<file path="src/rtl/flash_line_rd.sv">
// ============================================================================
// flash_line_rd
// ----------------------------------------------------------------------------
// Flash-side line-fill engine for the instruction cache. A line request
// (20-bit byte address, low 4 bits ignored) is turned into eight consecutive
// 16-bit reads from an external parallel NOR flash. The engine returns the
// line as four 32-bit words, word 0 first, each marked by a one-cycle
// valid pulse.
//
// The engine drives all flash pin timing. Chip-enable and output-enable stay
// low continuously from the first halfword through the last. Each halfword
// access lasts a configurable number of cycles.
//
// Build option:
//   FLASH_PAGE_MODE_EN  When defined, only the first halfword of a burst
//                       waits WAIT_CYC+1 cycles. The remaining seven
//                       halfwords are in-page accesses and wait PAGE_WAIT+1
//                       cycles each. When undefined, PAGE_WAIT is unused.
//
// Parameters:
//   WAIT_CYC   extra wait cycles per halfword access (0..15)
//   PAGE_WAIT  extra wait cycles per in-page halfword (0..15, page mode only)
//
// Ports:
//   clk         in   clock, rising edge
//   reset_n     in   asynchronous active-low reset
//   req         in   line read request (level, sampled only while idle)
//   c_addr      in   [19:0] line byte address, bits [3:0] ignored
//   ack         out  one-cycle pulse, request accepted
//   valid       out  one-cycle pulse per returned 32-bit word
//   data        out  [31:0] returned word, held until the next valid
//   busy        out  high whenever the engine is not idle
//   flash_addr  out  [18:0] halfword address to flash
//   flash_ce_n  out  flash chip enable, active-low
//   flash_oe_n  out  flash output enable, active-low
//   flash_we_n  out  flash write enable, tied high (read-only engine)
//   flash_dq    in   [15:0] flash data bus, sampled synchronously
// ============================================================================
module flash_line_rd #(
    parameter int unsigned WAIT_CYC  = 3,
    parameter int unsigned PAGE_WAIT = 1
) (
    input  logic        clk,
    input  logic        reset_n,
    input  logic        req,
    input  logic [19:0] c_addr,
    output logic        ack,
    output logic        valid,
    output logic [31:0] data,
    output logic        busy,
    output logic [18:0] flash_addr,
    output logic        flash_ce_n,
    output logic        flash_oe_n,
    output logic        flash_we_n,
    input  logic [15:0] flash_dq
);

    // ------------------------------------------------------------------------
    // State encoding
    // ------------------------------------------------------------------------
    localparam logic [1:0] S_IDLE    = 2'd0;
    localparam logic [1:0] S_ACC_LO  = 2'd1;
    localparam logic [1:0] S_ACC_HI  = 2'd2;
    localparam logic [1:0] S_RECOVER = 2'd3;

    // Wait-counter reload values. The counter counts down to zero, so a
    // reload of N makes the access last N+1 cycles. The first halfword of
    // a burst always pays the full random-access wait.
    localparam logic [3:0] FIRST_WAIT = 4'(WAIT_CYC);

`ifdef FLASH_PAGE_MODE_EN
    // The rest of the line lies in the same flash page, so only the
    // shorter in-page wait is needed.
    localparam logic [3:0] NEXT_WAIT = 4'(PAGE_WAIT);
`else
    localparam logic [3:0] NEXT_WAIT = 4'(WAIT_CYC);

    logic [3:0] unused_page_wait;
    assign unused_page_wait = 4'(PAGE_WAIT);
`endif

    // The low nibble of the line address has no effect on the line fetched.
    logic unused_addr_bits;
    assign unused_addr_bits = ^c_addr[3:0];

    // ------------------------------------------------------------------------
    // Registers
    // ------------------------------------------------------------------------
    logic [1:0]  state_q,    state_d;
    logic [15:0] base_q,     base_d;      // line address (c_addr[19:4])
    logic [1:0]  word_cnt_q, word_cnt_d;  // word within the line, wraps 3->0
    logic [3:0]  wait_q,     wait_d;      // cycles left in current halfword
    logic [15:0] lo_half_q,  lo_half_d;   // low halfword of current word
    logic [31:0] data_q,     data_d;
    logic        valid_q,    valid_d;
    logic        ack_q,      ack_d;
    logic [18:0] addr_q,     addr_d;
    logic        ce_n_q,     ce_n_d;
    logic        oe_n_q,     oe_n_d;

    // Last cycle of the current halfword access.
    logic last_cycle;
    assign last_cycle = (wait_q == 4'd0);

    // ------------------------------------------------------------------------
    // Next-state logic
    // ------------------------------------------------------------------------
    always_comb begin
        state_d    = state_q;
        base_d     = base_q;
        word_cnt_d = word_cnt_q;
        wait_d     = wait_q;
        lo_half_d  = lo_half_q;
        data_d     = data_q;
        valid_d    = 1'b0;
        ack_d      = 1'b0;
        addr_d     = addr_q;
        ce_n_d     = ce_n_q;
        oe_n_d     = oe_n_q;

        case (state_q)
            S_IDLE: begin
                word_cnt_d = 2'd0;
                ce_n_d     = 1'b1;
                oe_n_d     = 1'b1;
                if (req) begin
                    base_d  = c_addr[19:4];
                    ack_d   = 1'b1;
                    wait_d  = FIRST_WAIT;
                    // Pins are registered, so the address and strobes for
                    // the first halfword are set up on the accepting edge.
                    addr_d  = {c_addr[19:4], 3'b000};
                    ce_n_d  = 1'b0;
                    oe_n_d  = 1'b0;
                    state_d = S_ACC_LO;
                end
            end

            S_ACC_LO: begin
                if (last_cycle) begin
                    lo_half_d = flash_dq;
                    wait_d    = NEXT_WAIT;
                    addr_d    = {base_q, word_cnt_q, 1'b1};
                    state_d   = S_ACC_HI;
                end else begin
                    wait_d = wait_q - 4'd1;
                end
            end

            S_ACC_HI: begin
                if (last_cycle) begin
                    // The low halfword comes from the lower flash address.
                    data_d     = {flash_dq, lo_half_q};
                    valid_d    = 1'b1;
                    word_cnt_d = word_cnt_q + 2'd1;
                    if (word_cnt_q == 2'd3) begin
                        // Release the flash on the same edge, so the bus
                        // is idle during the recovery cycle.
                        ce_n_d  = 1'b1;
                        oe_n_d  = 1'b1;
                        state_d = S_RECOVER;
                    end else begin
                        // Strobes stay low. Only the address moves to the
                        // next word, with no gap between halfwords.
                        wait_d  = NEXT_WAIT;
                        addr_d  = {base_q, word_cnt_q + 2'd1, 1'b0};
                        state_d = S_ACC_LO;
                    end
                end else begin
                    wait_d = wait_q - 4'd1;
                end
            end

            S_RECOVER: begin
                ce_n_d  = 1'b1;
                oe_n_d  = 1'b1;
                state_d = S_IDLE;
            end

            default: begin
                ce_n_d  = 1'b1;
                oe_n_d  = 1'b1;
                state_d = S_IDLE;
            end
        endcase
    end

    // ------------------------------------------------------------------------
    // State registers
    // ------------------------------------------------------------------------
    always_ff @(posedge clk or negedge reset_n) begin
        if (!reset_n) begin
            state_q    <= S_IDLE;
            base_q     <= 16'd0;
            word_cnt_q <= 2'd0;
            wait_q     <= 4'd0;
            lo_half_q  <= 16'd0;
            data_q     <= 32'd0;
            valid_q    <= 1'b0;
            ack_q      <= 1'b0;
            addr_q     <= 19'd0;
            ce_n_q     <= 1'b1;
            oe_n_q     <= 1'b1;
        end else begin
            state_q    <= state_d;
            base_q     <= base_d;
            word_cnt_q <= word_cnt_d;
            wait_q     <= wait_d;
            lo_half_q  <= lo_half_d;
            data_q     <= data_d;
            valid_q    <= valid_d;
            ack_q      <= ack_d;
            addr_q     <= addr_d;
            ce_n_q     <= ce_n_d;
            oe_n_q     <= oe_n_d;
        end
    end

    // ------------------------------------------------------------------------
    // Outputs
    // ------------------------------------------------------------------------
    assign ack        = ack_q;
    assign valid      = valid_q;
    assign data       = data_q;
    // Decoded from the state register so reset drops it immediately.
    assign busy       = (state_q != S_IDLE);
    assign flash_addr = addr_q;
    assign flash_ce_n = ce_n_q;
    assign flash_oe_n = oe_n_q;
    assign flash_we_n = 1'b1;

endmodule

</file>
<file path="config.mk">
export PLATFORM = sky130hd
export DESIGN_NAME = flash_line_rd
export DESIGN_NICKNAME = d
export VERILOG_FILES = /design/src/rtl/flash_line_rd.sv
export SDC_FILE = /design/constraint.sdc
export NUM_CORES = 1
export LEC_CHECK = 0
export CAP_MARGIN = 20
export CORE_ASPECT_RATIO = 1.5
export CORE_MARGIN = 5
export CORE_UTILIZATION = 40
export CTS_CLUSTER_SIZE = 25
export DETAILED_ROUTE_END_ITERATION = 12
export GPL_TIMING_DRIVEN = 0
export MAX_ROUTING_LAYER = met4
export PLACE_DENSITY = 0.72
export SYNTH_ARGS = -nofsm -noshare
export SYNTH_HDL_FRONTEND = slang
export SYNTH_SLANG_ARGS = --single-unit
</file>
<file path="constraint.sdc">
create_clock -name clk -period 3.5 [get_ports clk]
set_input_delay 0.7 -clock clk [delete_from_list [all_inputs] [get_ports clk]]
set_output_delay 0.7 -clock clk [all_outputs]
set_load 0.005 [all_outputs]
</file>
==> reports/metrics.csv <==
stage,metric,value,unit
sta,Slew headroom,62.9,%
hold_path,Hold Path Class,input pin to async pin,
global_routing,largest net degree at the start of global routing,55,
synth,Mean Syn Cell Area,13.2,um2
sta,Setup Skew,0.00763,ns
worst_setup_path,cells on worst reg2reg path,7,
clocking,clk sinks,94,
global_routing,antenna violations before repair,0,
power_and_ir_drop,Int Pwr,3.31,mW
power_and_ir_drop,Max rail drop VDD,0.452,mV
power_and_ir_drop,Pleak,2.53,nW
cells_and_area,Layout Nets,472,
global_routing,first-pass GRT wire length,14700,um
power_and_ir_drop,Net Sw Power,1.50,mW
floorplanning,Initial Utilization,40.6,%
worst_setup_path,reg2reg setup slack,1.40,ns
synth,main combinational cell family by area after synthesis,multiplexers,
global_routing,vias in the first global route,2968,
clocking,clk slew on worst S/H paths,0.07,ns
synth,Synthesized Nets,370,
sta,Period minus WS final,2.53,ns
route,Routed Antenna Nets,0,
clocking,H-Tree Level Count,3,
cells_and_area,fillers,921,
worst_setup_path,Setup crit end,busy,
power_and_ir_drop,sw frac,31.2,%
worst_setup_path,CP Launch Point,state_q[0]$_DFFE_PN0P_,
route,final WL,8840,um
route,1st-iter DRT viols,65,
cells_and_area,"Area growth, synth to finish",33.3,%
power_and_ir_drop,clock network power share,20.9,%
worst_setup_path,WP data required,2.80,ns
global_routing,GRT Overall Usage,15.0,%
route,drt first pass iters,4,
clocking,Max clock buf depth,2,
worst_setup_path,reg2reg end,flash_addr[10]$_DFFE_PN0P_,
cells_and_area,share of layout cells above drive strength 1,24.1,%
synth,Post-synth EDFFs,0,
synth,Async SR Flop Fraction,100,%
worst_setup_path,worst-path fanout max,6,
synth,Seq cells post-synth,94,
clocking,post-cts sizing count,0,
placement,area post-placement,5350,um2
clocking,TritonCTS Buffers,9,
route,# DRC,0,
worst_setup_path,Critical Path Start Type,flip-flop,
sta,Slew Limit Fails,0,
worst_setup_path,Critical Path End Type,output port,
power_and_ir_drop,Comb pwr share,43.1,%
synth,synthesized area,4250,um2
floorplanning,Die X,94.1,um
placement,GPL Wtd Cong,0.779,
sta,final hold vios,0,
synth,Cells after Synth,322,
sta,Hold WS,0.352,ns
cells_and_area,n_diodes,0,
power_and_ir_drop,Flop pwr share,36.0,%
synth,fraction of synthesized area in multiplexers,22.2,%
synth,Synth Area in Compound Gates,7.13,%
worst_setup_path,CP arrival,1.83,ns
power_and_ir_drop,total power,4.81,mW
synth,XOR/XNOR share of the synthesized area,0,%
sta,FMAX,395,MHz
sta,Slew @ Worst Pin,0.556,ns
worst_setup_path,WS Path Type,flip-flop to output port,
run_status,outcome,finished clean,
synth,Ys Warns,0,
route,vias after detailed routing,2772,
clocking,Post-CTS Setup Repair Bufs,0,
global_routing,GRT Residual Overflow,0,
worst_setup_path,reg-to-reg critical path startpoint,state_q[0]$_DFFE_PN0P_,
cells_and_area,Final Cell Area,5660,um2
route,Vias/cell,4.85,
job,MaxCap Viol Count,0,
floorplanning,Top-Level Pins,96,
synth,Yosys cell types,36,
power_and_ir_drop,pwr dens,850,nW/um2
clocking,CTS tree,yes,
synth,"Seq/Total Area, Yosys",55.4,%
floorplanning,Core ar.,10500,um2
synth,Adder-Cell Fraction of Synth Area,2.65,%
floorplanning,standard-cell row count,46,
placement,hpwl dp,6600,um
placement,# port buffers,90,
clocking,root buf cell,clkbuf_16,
sta,RSZ-0062 raised after global routing,no,
floorplanning,die area,12800,um2
sta,Final Cycle Share,72.3,%
route,routed len/inst,15.4,um
clocking,worst skew pair latency,0.33,ns
cells_and_area,Util after Layout,54.1,%
clocking,hold_buf cts,0,
floorplanning,Die H,136,um
synth,main flop type after synthesis,dfrtp_1,
sta,final setup vio count,0,
synth,Post-Synth Simple-Gate Area,6.04,%
-- state kept, by name (all words and copies together), names as in the netlist --
| signal | cells |
|---|---|
| ack | 1 |
| base_q | 16 |
| data | 32 |
| flash_addr | 19 |
| flash_oe_n | 1 |
| lo_half_q | 16 |
| state_q | 2 |
| valid | 1 |
| wait_q | 4 |
| word_cnt_q | 2 |
-- cell usage after synthesis, types with 2 or more instances --
cell type / n / area share, %
dfrtp_1: 93 / 55
mux2_4: 39 / 14
nand2_1: 37 / 3.3
mux2_2: 30 / 8.0
inv_1: 23 / 2.0
o21ai_0: 19 / 2.2
o22ai_1: 16 / 2.4
ha_1: 9 / 2.7
clkbuf_1: 6 / 0.53
buf_6: 5 / 1.3
buf_12: 4 / 1.9
a21oi_1: 3 / 0.35
buf_2: 3 / 0.35
nand3b_1: 3 / 0.53
nor2_1: 3 / 0.27
nor2b_1: 3 / 0.44
a22oi_1: 2 / 0.35
buf_4: 2 / 0.35
mux2i_1: 2 / 0.47
nand2b_1: 2 / 0.29
nor3_1: 2 / 0.24
o211ai_1: 2 / 0.35
-- final cells by class --
type / instances / area [um2] / share of cell area [%]
clock inverter: 3 / 42.5 / 0.751
tap: 144 / 180 / 3.18
multi-input combinational: 185 / 1620 / 28.6
timing repair buffer: 91 / 926 / 16.3
sequential: 94 / 2350 / 41.6
inverter: 23 / 86.3 / 1.52
buffer: 20 / 189 / 3.34
clock buffer: 12 / 267 / 4.71
-- cells by family after synthesis --
logic type / count (synthesis)
fa+ha+maj: 9
mux: 71
buf+inv: 43
simple gates: 55
flops: 94
compound gates: 49
other cells: 1
-- worst max-delay path: stages, from the launching register on --
cell and delay (ns):
dfrtp_1 0.46, inv_1 0.13, ha_1 0.29, inv_1 0.10, clkdlybuf4s50_1 0.52
-- power groups by stage --
| stage | registers [mW] | logic [mW] | clock network, mW |
|---|---|---|---|
| 3_3_place_gp | 1.73 | 2.04 | 0 |
| 3_5_place_dp | 1.75 | 2.10 | 0 |
| 2_1_floorplan | 1.72 | 1.28 | 0 |
| 5_1_grt | 1.79 | 2.27 | 1.08 |
| 4_1_cts | 1.74 | 2.11 | 1.03 |
| 6_report | 1.73 | 2.07 | 1.01 |
-- worst min path at each step --
stage / cells after the start / to / from / slack (ns)
after global placement: 2 / base_q[3]$_DFFE_PN0P_ / base_q[3]$_DFFE_PN0P_ / 0.46
final: 1 / data[26]$_DFFE_PN0P_ / reset_n / 0.35
after detailed placement: 2 / base_q[15]$_DFFE_PN0P_ / base_q[15]$_DFFE_PN0P_ / 0.47
after CTS: 1 / data[28]$_DFFE_PN0P_ / reset_n / 0.37
after global routing: 1 / data[28]$_DFFE_PN0P_ / reset_n / 0.39
after floorplan: 0 / ack$_DFF_PN0_ / reset_n / 0.40
-- per-stage QoR --
| stage | cells | worst slack, ns | setup TNS (ns) |
|---|---|---|---|
| 2_1_floorplan | 322 | 1.76 | 0 |
| 3_3_place_gp | 556 | -1.74 | -162.09 |
| 3_5_place_dp | 557 | 1.11 | 0 |
| 4_1_cts | 572 | 0.954 | 0 |
| 5_1_grt | 572 | 0.880 | 0 |
| 6_report | 572 | 0.969 | 0 |
-- cell usage in the layout, fill, tap and decap left out, types with 3 or more instances in the layout --
cell	Yosys	final
nor2b_1	3	3
nand2_1	37	37
mux2_2	30	30
inv_1	23	23
dfrtp_1	93	93
buf_12	4	4
clkbuf_8	0	3
buf_4	2	3
ha_1	9	9
buf_6	5	5
clkbuf_1	6	6
a21oi_1	3	3
nand3b_1	3	3
clkbuf_16	0	9
mux2_4	39	39
o22ai_1	16	16
o21ai_0	19	19
clkdlybuf4s50_1	0	89
nor2_1	3	3
buf_2	3	3
-- metal layers --
metal,vias to the layer above,wire length (um),GRT usage (%)
li1,1307,-,-
met1,1369,3780,17.7
met2,92,4520,25.0
met3,4,489,3.88
met4,0,52,4.34
met5,-,0,-
Power figures use the tool's default switching activity.
